--- config.mk ---
export PLATFORM = sky130hd
export DESIGN_NAME = mem_port_arbiter
export DESIGN_NICKNAME = d
export VERILOG_FILES = /design/src/rtl/mem_port_arbiter_pkg.sv /design/src/rtl/mem_port_arbiter_wait_timer.sv /design/src/rtl/mem_port_arbiter.sv
export SDC_FILE = /design/constraint.sdc
export NUM_CORES = 1
export LEC_CHECK = 0
export ABC_CLOCK_PERIOD_IN_PS = 3080
export CORE_MARGIN = 4
export CORE_UTILIZATION = 43
export DETAILED_ROUTE_END_ITERATION = 6
export GPL_ROUTABILITY_DRIVEN = 1
export PLACE_DENSITY = 0.85
export SLEW_MARGIN = 5
export SYNTH_ARGS = -nofsm -noshare
export SYNTH_HDL_FRONTEND = slang
export SYNTH_HIERARCHICAL = 1
export SYNTH_SLANG_ARGS = --single-unit
--- constraint.sdc ---
create_clock -name clk -period 3.08 [get_ports clk]
set_input_delay 0.462 -clock clk [delete_from_list [all_inputs] [get_ports clk]]
set_output_delay 0.462 -clock clk [all_outputs]
set_load 0.005 [all_outputs]
--- src/rtl/mem_port_arbiter_pkg.sv ---
// Shared definitions for the memory port arbiter: FSM state encodings,
// default bus widths, wait-counter width and transfer-owner encoding.
package mem_port_arbiter_pkg;

    localparam int unsigned ADDR_W_DEF = 32;
    localparam int unsigned DATA_W_DEF = 32;

    // Wide enough for the largest supported TIMEOUT (255).
    localparam int unsigned WAIT_CNT_W = 8;

    localparam logic [1:0] ST_IDLE = 2'd0;
    localparam logic [1:0] ST_IF   = 2'd1;
    localparam logic [1:0] ST_MEM  = 2'd2;

    localparam logic OWN_IF  = 1'b0;
    localparam logic OWN_MEM = 1'b1;

    // Which requester owns the bus in a given transfer state.
    function automatic logic state_owner(input logic [1:0] st);
        return (st == ST_MEM) ? OWN_MEM : OWN_IF;
    endfunction

endpackage

--- src/rtl/mem_port_arbiter_wait_timer.sv ---
// arb_wait_timer: loadable bus wait counter with clear and enable.
// Ports:
//   clk, rst        clock, asynchronous active-low reset
//   clr_i           force count to zero (highest priority)
//   ld_i, ld_val_i  load a start value
//   en_i            count one wait cycle
//   tc_o            registered: the count currently equals TIMEOUT-1,
//                   i.e. the cycle in progress is the last allowed wait cycle
module arb_wait_timer
    import mem_port_arbiter_pkg::*;
#(
    parameter int unsigned TIMEOUT = 255
) (
    input  logic                  clk,
    input  logic                  rst,
    input  logic                  clr_i,
    input  logic                  ld_i,
    input  logic [WAIT_CNT_W-1:0] ld_val_i,
    input  logic                  en_i,
    output logic                  tc_o
);

    localparam logic [WAIT_CNT_W-1:0] TcVal = WAIT_CNT_W'(TIMEOUT - 1);

    logic [WAIT_CNT_W-1:0] cnt_q, cnt_d;
    logic                  tc_q;

    // Next count.
    always_comb begin
        cnt_d = cnt_q;
        if (clr_i) begin
            cnt_d = '0;
        end else if (ld_i) begin
            cnt_d = ld_val_i;
        end else if (en_i) begin
            cnt_d = cnt_q + WAIT_CNT_W'(1);
        end
    end

    // Terminal count is precomputed from the next count so it stays registered.
    always_ff @(posedge clk or negedge rst) begin
        if (!rst) begin
            cnt_q <= '0;
            tc_q  <= (TcVal == '0);
        end else begin
            cnt_q <= cnt_d;
            tc_q  <= (cnt_d == TcVal);
        end
    end

    assign tc_o = tc_q;

endmodule

--- src/rtl/mem_port_arbiter.sv ---
// mem_port_arbiter: shares one external memory bus between instruction
// fetch (IF) and the MEM-stage load/store path. MEM has priority; a
// requester whose valid pulse is high is masked for that arbitration cycle.
// Each transfer returns data with a one-cycle valid pulse; a bus that does
// not ack within TIMEOUT cycles is aborted with a bus_err pulse.
// Optional build macro MEM_ARB_FAIR_EN: after FAIR_LIMIT consecutive MEM
// grants with IF waiting, IF is granted next.
// Ports:
//   clk, rst                      clock, asynchronous active-low reset
//   if_req/if_addr                IF read request (held until if_valid)
//   if_valid/if_rdata             IF response pulse and fetched word
//   mem_req/mem_we/mem_addr/mem_wdata  MEM request (held until mem_valid)
//   mem_valid/mem_rdata           MEM response pulse and load data
//   bus_req/bus_we/bus_addr/bus_wdata  bus cycle outputs
//   bus_rdata/bus_ack             bus response
//   stall_if/stall_mem            combinational pipeline stalls
//   bus_err                       one-cycle pulse on timeout abort
module mem_port_arbiter
    import mem_port_arbiter_pkg::*;
#(
    parameter int unsigned ADDR_W  = ADDR_W_DEF,
    parameter int unsigned DATA_W  = DATA_W_DEF,
    parameter int unsigned TIMEOUT = 255
`ifdef MEM_ARB_FAIR_EN
    ,
    parameter int unsigned FAIR_LIMIT = 4
`endif
) (
    input  logic              clk,
    input  logic              rst,
    input  logic              if_req,
    input  logic [ADDR_W-1:0] if_addr,
    output logic              if_valid,
    output logic [DATA_W-1:0] if_rdata,
    input  logic              mem_req,
    input  logic              mem_we,
    input  logic [ADDR_W-1:0] mem_addr,
    input  logic [DATA_W-1:0] mem_wdata,
    output logic              mem_valid,
    output logic [DATA_W-1:0] mem_rdata,
    output logic              bus_req,
    output logic              bus_we,
    output logic [ADDR_W-1:0] bus_addr,
    output logic [DATA_W-1:0] bus_wdata,
    input  logic [DATA_W-1:0] bus_rdata,
    input  logic              bus_ack,
    output logic              stall_if,
    output logic              stall_mem,
    output logic              bus_err
);

    logic [1:0]        state_q, state_d;
    logic              bus_req_q, bus_req_d;
    logic              bus_we_q, bus_we_d;
    logic [ADDR_W-1:0] bus_addr_q, bus_addr_d;
    logic [DATA_W-1:0] bus_wdata_q, bus_wdata_d;
    logic              if_valid_q, if_valid_d;
    logic [DATA_W-1:0] if_rdata_q, if_rdata_d;
    logic              mem_valid_q, mem_valid_d;
    logic [DATA_W-1:0] mem_rdata_q, mem_rdata_d;
    logic              bus_err_q, bus_err_d;

    logic tmr_clr, tmr_ld, tmr_en, tmr_tc;
    logic if_elig, mem_elig, grant_mem, grant_if;

    // A requester is masked during its own valid cycle (request not yet dropped).
    assign if_elig  = if_req  & ~if_valid_q;
    assign mem_elig = mem_req & ~mem_valid_q;

`ifdef MEM_ARB_FAIR_EN
    logic [7:0] fair_q, fair_d;
    logic       fair_force_if;

    assign fair_force_if = (fair_q == 8'(FAIR_LIMIT));
    assign grant_mem     = mem_elig & ~(if_elig & fair_force_if);

    // Consecutive MEM grants taken while IF was waiting.
    always_comb begin
        fair_d = fair_q;
        if (!if_req) begin
            fair_d = '0;
        end else if (state_q == ST_IDLE) begin
            if (grant_if) begin
                fair_d = '0;
            end else if (grant_mem && if_elig) begin
                fair_d = fair_q + 8'(1);
            end
        end
    end

    always_ff @(posedge clk or negedge rst) begin
        if (!rst) begin
            fair_q <= '0;
        end else begin
            fair_q <= fair_d;
        end
    end
`else
    assign grant_mem = mem_elig;
`endif

    assign grant_if = if_elig & ~grant_mem;

    arb_wait_timer #(
        .TIMEOUT (TIMEOUT)
    ) u_wait_timer (
        .clk      (clk),
        .rst      (rst),
        .clr_i    (tmr_clr),
        .ld_i     (tmr_ld),
        .ld_val_i ('0),
        .en_i     (tmr_en),
        .tc_o     (tmr_tc)
    );

    // Arbitration, transfer sequencing and response generation.
    always_comb begin
        state_d     = state_q;
        bus_req_d   = bus_req_q;
        bus_we_d    = bus_we_q;
        bus_addr_d  = bus_addr_q;
        bus_wdata_d = bus_wdata_q;
        if_valid_d  = 1'b0;
        if_rdata_d  = if_rdata_q;
        mem_valid_d = 1'b0;
        mem_rdata_d = mem_rdata_q;
        bus_err_d   = 1'b0;
        tmr_clr     = 1'b0;
        tmr_ld      = 1'b0;
        tmr_en      = 1'b0;

        case (state_q)
            ST_IDLE: begin
                if (grant_mem) begin
                    state_d     = ST_MEM;
                    bus_req_d   = 1'b1;
                    bus_we_d    = mem_we;
                    bus_addr_d  = mem_addr;
                    bus_wdata_d = mem_wdata;
                    tmr_ld      = 1'b1;
                end else if (grant_if) begin
                    state_d     = ST_IF;
                    bus_req_d   = 1'b1;
                    bus_we_d    = 1'b0;
                    bus_addr_d  = if_addr;
                    bus_wdata_d = '0;
                    tmr_ld      = 1'b1;
                end
            end

            ST_IF, ST_MEM: begin
                // Ack takes precedence over an expiring wait counter.
                if (bus_ack || tmr_tc) begin
                    state_d   = ST_IDLE;
                    bus_req_d = 1'b0;
                    tmr_clr   = 1'b1;
                    bus_err_d = ~bus_ack;
                    if (state_owner(state_q) == OWN_MEM) begin
                        mem_valid_d = 1'b1;
                        mem_rdata_d = (bus_ack && !bus_we_q) ? bus_rdata : '0;
                    end else begin
                        if_valid_d = 1'b1;
                        if_rdata_d = bus_ack ? bus_rdata : '0;
                    end
                end else begin
                    tmr_en = 1'b1;
                end
            end

            default: begin
                state_d   = ST_IDLE;
                bus_req_d = 1'b0;
            end
        endcase
    end

    always_ff @(posedge clk or negedge rst) begin
        if (!rst) begin
            state_q     <= ST_IDLE;
            bus_req_q   <= 1'b0;
            bus_we_q    <= 1'b0;
            bus_addr_q  <= '0;
            bus_wdata_q <= '0;
            if_valid_q  <= 1'b0;
            if_rdata_q  <= '0;
            mem_valid_q <= 1'b0;
            mem_rdata_q <= '0;
            bus_err_q   <= 1'b0;
        end else begin
            state_q     <= state_d;
            bus_req_q   <= bus_req_d;
            bus_we_q    <= bus_we_d;
            bus_addr_q  <= bus_addr_d;
            bus_wdata_q <= bus_wdata_d;
            if_valid_q  <= if_valid_d;
            if_rdata_q  <= if_rdata_d;
            mem_valid_q <= mem_valid_d;
            mem_rdata_q <= mem_rdata_d;
            bus_err_q   <= bus_err_d;
        end
    end

    assign bus_req   = bus_req_q;
    assign bus_we    = bus_we_q;
    assign bus_addr  = bus_addr_q;
    assign bus_wdata = bus_wdata_q;
    assign if_valid  = if_valid_q;
    assign if_rdata  = if_rdata_q;
    assign mem_valid = mem_valid_q;
    assign mem_rdata = mem_rdata_q;
    assign bus_err   = bus_err_q;

    assign stall_if  = if_req  & ~if_valid_q;
    assign stall_mem = mem_req & ~mem_valid_q;

endmodule

==> reports/qor.yml, run 1 <==
global_route:
  grt_max_degree: 68
  grt.total_usage: 0.215
  grt_pass1_wl_mm: 28.1
  grt.overflow.total: 0
  antenna_found_initial: 0
  grt_pass1_vias: 5140
logic_synthesis:
  ys_seq_area_frac: 0.567
  synth_common_cells: "144 x dfrtp_1, 102 x nand2_1, 98 x o21ai_0"
  synth_edf_count: 0
  synthCells: 548
  synth_area_leaders: "dfrtp_1 57%, mux2_4 7.8%, o21ai_0 7.7%, nand2_1 6.0%, mux2_2 5.5%"
  synthDistinctLibCells: 46
  netlist_area_um2: 6360
  synthArstFlopShare: 1.00
  syn_area_per_cell_um2: 11.6
  synth_top_area_share: 0.567
  ys_ff_latch: 144
  yosys.cell_count.top_type: "dfrtp_1"
  yosysWarnings: 6
  ys.flop_type: "dfrtp_1"
  synth.largest_area_cell: "dfrtp_1"
pwr:
  p_int_mw: 6.30
  ir_drop_mv: 0.495
  power_switching_mw: 2.90
  leakage_nw: 4.27
  seqPwrFrac: 0.344
  swShare: 0.315
  clock_power_share: 0.226
  p_comb_frac: 0.430
  power_density_nw_per_um2: 943
clock_tree:
  cts_sinks: 144
  clk_latency_ns: 0.41
  path_clk_slew_ns: 0.06
  cts-root-buf: "clkbuf_16"
  numCtsBuffers: 17
  clock_path_buffers: 2
  cts_tree: "yes"
  cts_setup_buffers: 0
  cts_htree_levels: 4
  cts_hold_buffers: 0
  cts_resized: 0
routing:
  ant_nets: 0
  drt_pass1_iterations: 4
  viasPerCell: 5.06
  drc: 0
  drt_iter0_markers: 254
  wirelength_mm: 18.2
  vias: 5125
  wire_per_inst_um: 18.0
floorplan:
  start_util: 0.438
  core_um2: 14500
  ios: 269
  die_y_um: 130
  die_w_um: 130
  dieArea_um2: 16800
  core.rowCount: 44
timing:
  maxSlewHeadroom: 0.590
  hold_slack_ns: 0.0364
  finalSetupViolations: 0
  clock_skew_ns: 0.00671
  tightest_slew_ns: 0.615
  fin_crit_sh: 0.737
  fin_crit_ns: 2.27
  finalHoldViolations: 0
  rsz0062_at_grt: "false"
  fmax_ghz: 0.440
  setup_tns_ns: 0
  slew_violations: 0
setup_path:
  timing_worst_setup_path_type: "in2out"
  startpoint_type: "input port"
  slowest_stage: "clkdlybuf4s50_1"
  rr_endpoint: "u_wait_timer/tc_o"
  crit_chain: "clkdlybuf4s50_1 > nand2b_4 > inv_6 > clkdlybuf4s50_1"
  r2r_cells: 8
  cp_common_cell: "clkdlybuf4s50_1"
  cp_data_required_time_ns: 2.62
  timing.rr.start: "state_q[1]"
  r2r_slack_ns: 0.84
  max_stage_delay_ns: 0.54
  worst_setup_path_end_kind: "output pin"
  critPathArrivalTime_ns: 1.81
  crit_fanout: 14
placed_design:
  gp_congestion: 0.811
  io_buffers: 268
  placed_cell_area_um2: 9160
  dp_hpwl_mm: 13.5
  dpl.cell_count: 981
finish:
  fin_cells: 1013
  drive_gt1_frac: 0.148
  nNetsFinal: 953
  utilization: 0.671
  n_antenna_cell: 0
  stdcell_area_um2: 9760
  syn_to_final_growth_pct: 53.4
run_status:
  outcome: "finished, final reports clean"
run:
  drv_cap: 0
hold_path:
  hold_path.class: "in2async"
==> sequential cells by signal, indices dropped and copies added, names as in the netlist <==
register,count
bus_addr,32
bus_err,1
bus_req,1
bus_wdata,32
bus_we,1
if_rdata,32
if_valid,1
mem_rdata,32
mem_valid,1
state_q,2
u_wait_timer/cnt_q,8
u_wait_timer/tc_o,1
==> power by group through the flow <==
stage               Sequential [mW]  Clock, mW  Combinational [mW]
floorplan                      3.21          0                1.76
global placement               3.15          0                3.89
detailed placement             3.19          0                3.97
CTS                            3.17       2.13                4.00
global route                   3.27       2.21                4.30
finish                         3.17       2.08                3.96
==> per-stage QoR <==
stage | total power [mW] | setup WS, ns
floorplan | 4.98 | 0.836
CTS | 9.30 | 0.811
detailed placement | 7.16 | 0.358
global placement | 7.04 | 0.498
global route | 9.78 | 0.612
finish | 9.20 | 0.809
==> cells by family after synthesis <==
logic type	after synthesis	synth area share
AOI/OAI and AO/OA	147	0.144
xor gates and xnor gates	4	0.00551
adders and majority gates	3	0.00590
buffers and inverters	52	0.0517
DFF	144	0.567
muxes	67	0.138
other	1	0.000590
and+or+nand+nor	130	0.0885
==> area by class of cell <==
cell class              instances  area [um^2]
clock inverters                13          149
clock buffers                  19          453
fillers                      1081         4780
repair buffers                282         2800
flip-flops and latches        144         3600
well taps                     184          230
inverters                      12         50.0
multi-input cells             359         2470
==> cells in the final DEF (no fill, tap or decap), types with 4 or more instances in the layout <==
cell type / count
inv_6: 7
o21ai_0: 97
mux2_4: 33
clkbuf_16: 17
conb_1: 8
mux2_2: 31
inv_1: 10
dfrtp_1: 144
nor2b_1: 4
nand2_1: 102
buf_4: 13
clkdlybuf4s50_1: 267
nor2_1: 9
a22o_1: 33
==> worst max path at each step <==
stage | end | slack [ns] | from
finish | stall_mem | 0.81 | mem_req
detailed placement | u_wait_timer/tc_o | 0.36 | mem_req
CTS | stall_mem | 0.81 | mem_req
floorplan | u_wait_timer/tc_o | 0.84 | state_q[1]
global placement | u_wait_timer/tc_o | 0.50 | mem_req
global route | u_wait_timer/tc_o | 0.61 | state_q[1]
==> worst max-delay path: cells and delay by family <==
kind | cells | cell delay, ns
buffers and inverters | 3 | 1.16
AND/OR/NAND/NOR | 1 | 0.19
==> routing by layer <==
metal,share of wire,GRT usage,wire length [um],vias to the layer above
li1,-,-,-,2427
met1,0.39,0.257,7170,2448
met2,0.47,0.345,8610,210
met3,0.10,0.0878,1830,40
met4,0.034,0.0905,627,0
met5,0,0,0,-
No activity file was read; power rests on OpenSTA's default activity.
==> run 2, diff against run 1 <==
--- a/config.mk
+++ b/config.mk
@@ -5,7 +5,7 @@
 export SDC_FILE = /design/constraint.sdc
 export NUM_CORES = 1
 export LEC_CHECK = 0
-export ABC_CLOCK_PERIOD_IN_PS = 3080
+export ABC_CLOCK_PERIOD_IN_PS = 2300
 export CORE_MARGIN = 4
 export CORE_UTILIZATION = 43
 export DETAILED_ROUTE_END_ITERATION = 6
==> constraint.sdc (replaced) <==
create_clock -name clk -period 2.3 [get_ports clk]
set_input_delay 0.345 -clock clk [delete_from_list [all_inputs] [get_ports clk]]
set_output_delay 0.345 -clock clk [all_outputs]
set_load 0.005 [all_outputs]
==> run 2 against run 1 <==
Net effect: largest power group unchanged; register-to-register slack got worse by 0.68 ns; highest routed layer unchanged; worst setup slack got worse by 0.65 ns; combinational power increased by 38%; wire length increased by 1.8%.
==> reports/qor.yml, run 2 (synthesized netlist as in run 1, its figures left out) <==
run_status:
  outcome: "finished, final reports clean"
timing:
  fin_crit_sh: 0.932
  maxSlewHeadroom: 0.631  # +0.0409
  setup_tns_ns: 0  # unchanged
  slew_violations: 0  # unchanged
  tightest_slew_ns: 0.554  # -0.0613 ns
  finalHoldViolations: 0  # unchanged
  worst_slack_ns: 0.156  # -0.654 ns
  fin_crit_ns: 2.14
  rsz0062_at_grt: "false"
  finalSetupViolations: 0  # unchanged
  fmax_ghz: 0.466
  clock_skew_ns: 0.00856  # +0.00185 ns
setup_path:
  critPathArrivalTime_ns: 2.47  # +0.66 ns
  timing_worst_setup_path_type: "reg2reg"
  crit_fanout: 4  # -10
  startpoint_type: "register"
  worst_setup_path_end_kind: "register"
  crit_chain: "inv_1 > ha_1 > nor3b_4 > nand4_2 > or3_1 > a311oi_2 > o211ai_1 > nor4_2"
  max_stage_delay_ns: 0.39  # -0.15 ns
  r2r_slack_ns: 0.16  # -0.68 ns
  cp_data_required_time_ns: 2.63  # about the same
  slowest_stage: "or3_1"
placed_design:
  io_buffers: 268  # unchanged
  dp_hpwl_mm: 13.7  # +1.8%
  pre_cts_slack_ns: -0.123  # -0.482 ns
  gp_congestion: 0.815  # +0.58%
floorplan:
  core_um2: 14500  # unchanged
  ios: 269  # unchanged
  start_util: 0.438  # unchanged
  die_w_um: 130  # unchanged
  core.rowCount: 44  # unchanged
  die_y_um: 130  # unchanged
  dieArea_um2: 16800  # unchanged
clock_tree:
  clock_path_buffers: 2  # unchanged
  clk_latency_ns: 0.42  # about the same
  cts_tree: "yes"
  cts_sinks: 144  # unchanged
  cts-root-buf: "clkbuf_16"
  path_clk_slew_ns: 0.06  # about the same
  cts_htree_levels: 4  # unchanged
  numCtsBuffers: 17  # unchanged
global_route:
  grt_pass1_wl_mm: 28.1  # +0.25%
  grt.overflow.total: 0  # unchanged
  grt_pass1_vias: 5266  # +2.5%
  antenna_found_initial: 0  # unchanged
  grt_max_degree: 66  # -2.9%
  grt.total_usage: 0.216  # +0.00134
routing:
  ant_nets: 0  # unchanged
  wire_per_inst_um: 18.2  # +0.98%
  drt_pass1_iterations: 4  # unchanged
  wirelength_mm: 18.6  # +1.8%
  drc: 0  # unchanged
  drt_iter0_markers: 271  # +6.7%
  viasPerCell: 5.07  # +0.20%
  vias: 5176  # +1.0%
run:
  drv_cap: 0  # unchanged
pwr:
  ir_drop_mv: 0.641  # +30%
  power_density_nw_per_um2: 1240  # +32%
  power.total_mw: 12.2  # +33%
  leakage_nw: 4.29  # +0.62%
finish:
  drive_gt1_frac: 0.155  # +0.00695
  fillCellCount: 1072  # -0.83%
  final_common_cell: "clkdlybuf4s50_1"
  nNetsFinal: 961  # +0.84%
  syn_to_final_growth_pct: 54.8
  multi_input_area_um2: 2490  # +0.66%
  n_antenna_cell: 0  # unchanged
  mostFrequentLayoutCells: "267 x clkdlybuf4s50_1, 144 x dfrtp_1, 102 x nand2_1"
  regArea_um2: 3600  # unchanged
hold_path:
  hold_path.class: "in2async"
==> run 2: report_power, final <==
part / switching [mW] / leakage [nW] / internal (mW)
combinational: 2.22 / 2.21 / 3.25
sequential: 0.618 / 1.83 / 3.64
clock: 1.04 / 0.252 / 1.46
total: 3.88 / 4.29 / 8.35
==> run 2: metrics by stage <==
step	cells	hold slack (ns)	area (um^2)	util
after global routing	1021	0.502	9840	0.677
after floorplan	555	0.0494	6390	-
final	1021	0.459	9840	0.677
after CTS	1019	0.480	9800	0.675
after global placement	986	0.352	9260	0.637
after detailed placement	986	0.353	9260	0.637
==> run 2: cell type report <==
cell class / count / share of cell area
flip-flops and latches: 144 / 0.366
repair buffers: 290 / 0.298
multi-input cells: 359 / 0.253
clock buffers: 24 / 0.0489
well taps: 184 / 0.0234
clock inverters: 8 / 0.00585
inverters: 12 / 0.00547
==> run 2: metal layers <==
metal  track usage  share of wire  wire length [um]
met5             0              0                 0
met1         0.250           0.38              7030
met2         0.358           0.49              9090
met3        0.0944           0.11              1990
met4        0.0770          0.025               460
==> run 2: worst max-delay path: cells and delay by family (launching register included) <==
family,cells,cell delay (ns)
flip-flops,1,0.35
buffers and inverters,1,0.06
adder cells (fa/ha/maj),1,0.32
AO/OA/AOI/OAI,2,0.38
AND/OR/NAND/NOR,4,0.95
==> run 2: repair_timing <==
| action | 4_1_cts | 5_1_grt |
|---|---|---|
| endpoints found under the setup margin | 0 | 1 |
| hold endpoints to repair | 56 | 0 |
| hold buffers | 1 | 0 |
| setup buffers | 0 | 2 |
| resized for setup | 0 | 6 |
==> run 2: worst paths after layout <==
path,from,to,cells past startpoint
worst max-delay path,state_q[1],u_wait_timer/tc_o,8
worst min-delay path,rst,mem_rdata[14],2
worst max register to register,state_q[1],u_wait_timer/tc_o,8
worst min register to register,mem_rdata[11],mem_rdata[11],2
max in group asynchronous,rst,u_wait_timer/cnt_q[7],3
min in group clk,mem_rdata[11],mem_rdata[11],2
==> run 3, diff against run 2 <==
--- a/config.mk
+++ b/config.mk
@@ -7,10 +7,11 @@
 export LEC_CHECK = 0
 export ABC_CLOCK_PERIOD_IN_PS = 2300
 export CORE_MARGIN = 4
-export CORE_UTILIZATION = 43
+export CORE_UTILIZATION = 44
+export CTS_BUF_LIST = sky130_fd_sc_hd__clkbuf_8
 export DETAILED_ROUTE_END_ITERATION = 6
-export GPL_ROUTABILITY_DRIVEN = 1
-export PLACE_DENSITY = 0.85
+export GPL_ROUTABILITY_DRIVEN = 0
+export PLACE_DENSITY = 0.86
 export SLEW_MARGIN = 5
 export SYNTH_ARGS = -nofsm -noshare
 export SYNTH_HDL_FRONTEND = slang
==> run 3 against run 2 <==
Net effect: sequential cell count unchanged; die area down 2.1%; design area down 1.1%; largest cell class unchanged; critical path type unchanged; critical path depth unchanged; final cell count unchanged; hold slack worse by 0.011 ns; non-clock buffer count up 3.
==> reports/qor.yml, run 3 (synthesized netlist as in run 1, its figures left out) <==
run_status:
  outcome: "finished, final reports clean"
finish:
  final_common_cell: "clkdlybuf4s50_1"
  syn_to_final_growth_pct: 53.1
  mostFrequentLayoutCells: "267 x clkdlybuf4s50_1, 144 x dfrtp_1, 102 x nand2_1"
  nNetsFinal: 964  # +0.31%
  drive_gt1_frac: 0.160  # +0.00421
global_route:
  grt_pass1_wl_mm: 28.8  # +2.4%
  grt.total_usage: 0.225  # +0.00907
  grt.overflow.total: 0  # unchanged
  grt_pass1_vias: 5345  # +1.5%
  antenna_found_initial: 0  # unchanged
  grt_max_degree: 66  # unchanged
routing:
  wirelength_mm: 18.9  # +1.7%
  drc: 0  # unchanged
  viasPerCell: 5.15  # +1.7%
  drt_iter0_markers: 306  # +13%
  drt_pass1_iterations: 5  # +1
  wire_per_inst_um: 18.5  # +1.7%
  vias: 5262  # +1.7%
  ant_nets: 0  # unchanged
clock_tree:
  clk_latency_ns: 0.45  # +0.03 ns
  cts_htree_levels: 4  # unchanged
  cts_sinks: 144  # unchanged
  clock_path_buffers: 2  # unchanged
  cts-root-buf: "clkbuf_8"
  cts_tree: "yes"
  path_clk_slew_ns: 0.07  # about the same
  numCtsBuffers: 17  # unchanged
setup_path:
  timing_worst_setup_path_type: "reg2reg"
  timing.rr.start: "state_q[1]"
  startpoint_type: "register"
  critPathArrivalTime_ns: 2.50  # +0.03 ns
  r2r_cells: 8  # unchanged
  crit_path_start: "state_q[1]"
  crit_fanout: 4  # unchanged
  cp_data_required_time_ns: 2.64  # about the same
  worst_setup_path_end_kind: "register"
timing:
  fmax_ghz: 0.463  # -0.68%
  slew_violations: 0  # unchanged
  fin_crit_ns: 2.16  # +0.0148 ns
  maxSlewHeadroom: 0.618  # -0.0128
  clock_skew_ns: 0.0159  # +0.00737 ns
  finalSetupViolations: 0  # unchanged
  fin_crit_sh: 0.939  # +0.00642
  tightest_slew_ns: 0.573  # +0.0192 ns
  rsz0062_at_grt: "false"
  hold_slack_ns: 0.448  # -0.0112 ns
  finalHoldViolations: 0  # unchanged
pwr:
  ir_drop_mv: 0.842  # +31%
  power.total_mw: 11.9  # -2.4%
  leakage_nw: 4.25  # -1.0%
  power_density_nw_per_um2: 1230  # -1.3%
placed_design:
  io_buffers: 268  # unchanged
  dp_hpwl_mm: 13.9  # +0.93%
floorplan:
  start_util: 0.453  # +0.0153
  core.rowCount: 43  # -2.3%
  ios: 269  # unchanged
  core_um2: 14000  # -3.4%
  die_w_um: 128  # -1.1%
  dieArea_um2: 16400  # -2.1%
  die_y_um: 128  # -1.1%
hold_path:
  hold_path.class: "in2async"
run:
  drv_cap: 0  # unchanged
-- run 3: cell count changes in the layout (fill, tap and decap cells not counted), sizes merged --
| cell | delta |
|---|---|
| buf | +3 |
| inv | +3 |
| clkinvlp | +2 |
| bufinv | +4 |
| diode | +1 |
| clkinv | -2 |
| clkbuf | -7 |
-- run 3: critical path: stages, from the launching register on --
cell and delay, ns:
dfrtp_1 0.35, inv_1 0.08, ha_4 0.30, nor3b_4 0.22
nand4_2 0.14, or3_1 0.39, a311oi_2 0.25, o211ai_1 0.17
nor4_2 0.17
-- run 3: power by group --
part	internal, mW	switching, mW	total, mW
logic	3.28	2.25	5.53
clock network	1.17	0.984	2.16
registers	3.63	0.612	4.25
total	8.09	3.85	11.9
-- run 3: final timing paths --
| check | end | slack (ns) |
|---|---|---|
| worst min-delay path | u_wait_timer/cnt_q[4] | 0.45 |
| worst max-delay path | u_wait_timer/tc_o | 0.14 |
| max in group asynchronous | if_rdata[20] | 1.18 |
| worst min register to register | mem_rdata[28] | 0.49 |
| min in group clk | mem_rdata[2] | 0.48 |
| worst max register to register | u_wait_timer/tc_o | 0.14 |
-- run 3: final cells by class --
| cell class | count | area, um^2 |
|---|---|---|
| fill | 1005 | 4300 |
| sequential | 144 | 3600 |
| timing repair buffer | 293 | 2930 |
| multi-input combinational | 359 | 2490 |
| clock buffer | 17 | 234 |
| tap | 180 | 225 |
| clock inverter | 15 | 195 |
| inverter | 12 | 57.6 |
| antenna | 1 | 2.50 |
-- run 3: repair_timing --
action | CTS | global route
resized for setup | 0 | 6
hold buffers | 1 | 0
endpoints found under the hold margin | 58 | 0
setup endpoints to repair | 0 | 1
buffers inserted | 0 | 2
-- run 3: stage by stage --
| step | utilization | area, um^2 | setup TNS [ns] | setup slack, ns | std cells |
|---|---|---|---|---|---|
| 2_1_floorplan | - | 6390 | 0 | 0.0559 | 555 |
| 3_3_place_gp | 0.659 | 9250 | -0.0464 | -0.0464 | 985 |
| 3_5_place_dp | 0.659 | 9250 | -0.158 | -0.158 | 985 |
| 4_1_cts | 0.690 | 9690 | 0 | 0.0870 | 1018 |
| 5_1_grt | 0.693 | 9740 | 0 | 0.0338 | 1020 |
| 6_report | 0.694 | 9740 | 0 | 0.141 | 1021 |
-- run 3: layer usage --
| metal | wire length (um) | vias up | global-route usage | part of all wire |
|---|---|---|---|---|
| li1 | - | 2441 | - | - |
| met1 | 7030 | 2537 | 0.255 | 0.37 |
| met2 | 9430 | 245 | 0.384 | 0.50 |
| met3 | 1850 | 39 | 0.0892 | 0.098 |
| met4 | 560 | 0 | 0.0824 | 0.030 |
| met5 | 0 | - | 0 | 0 |
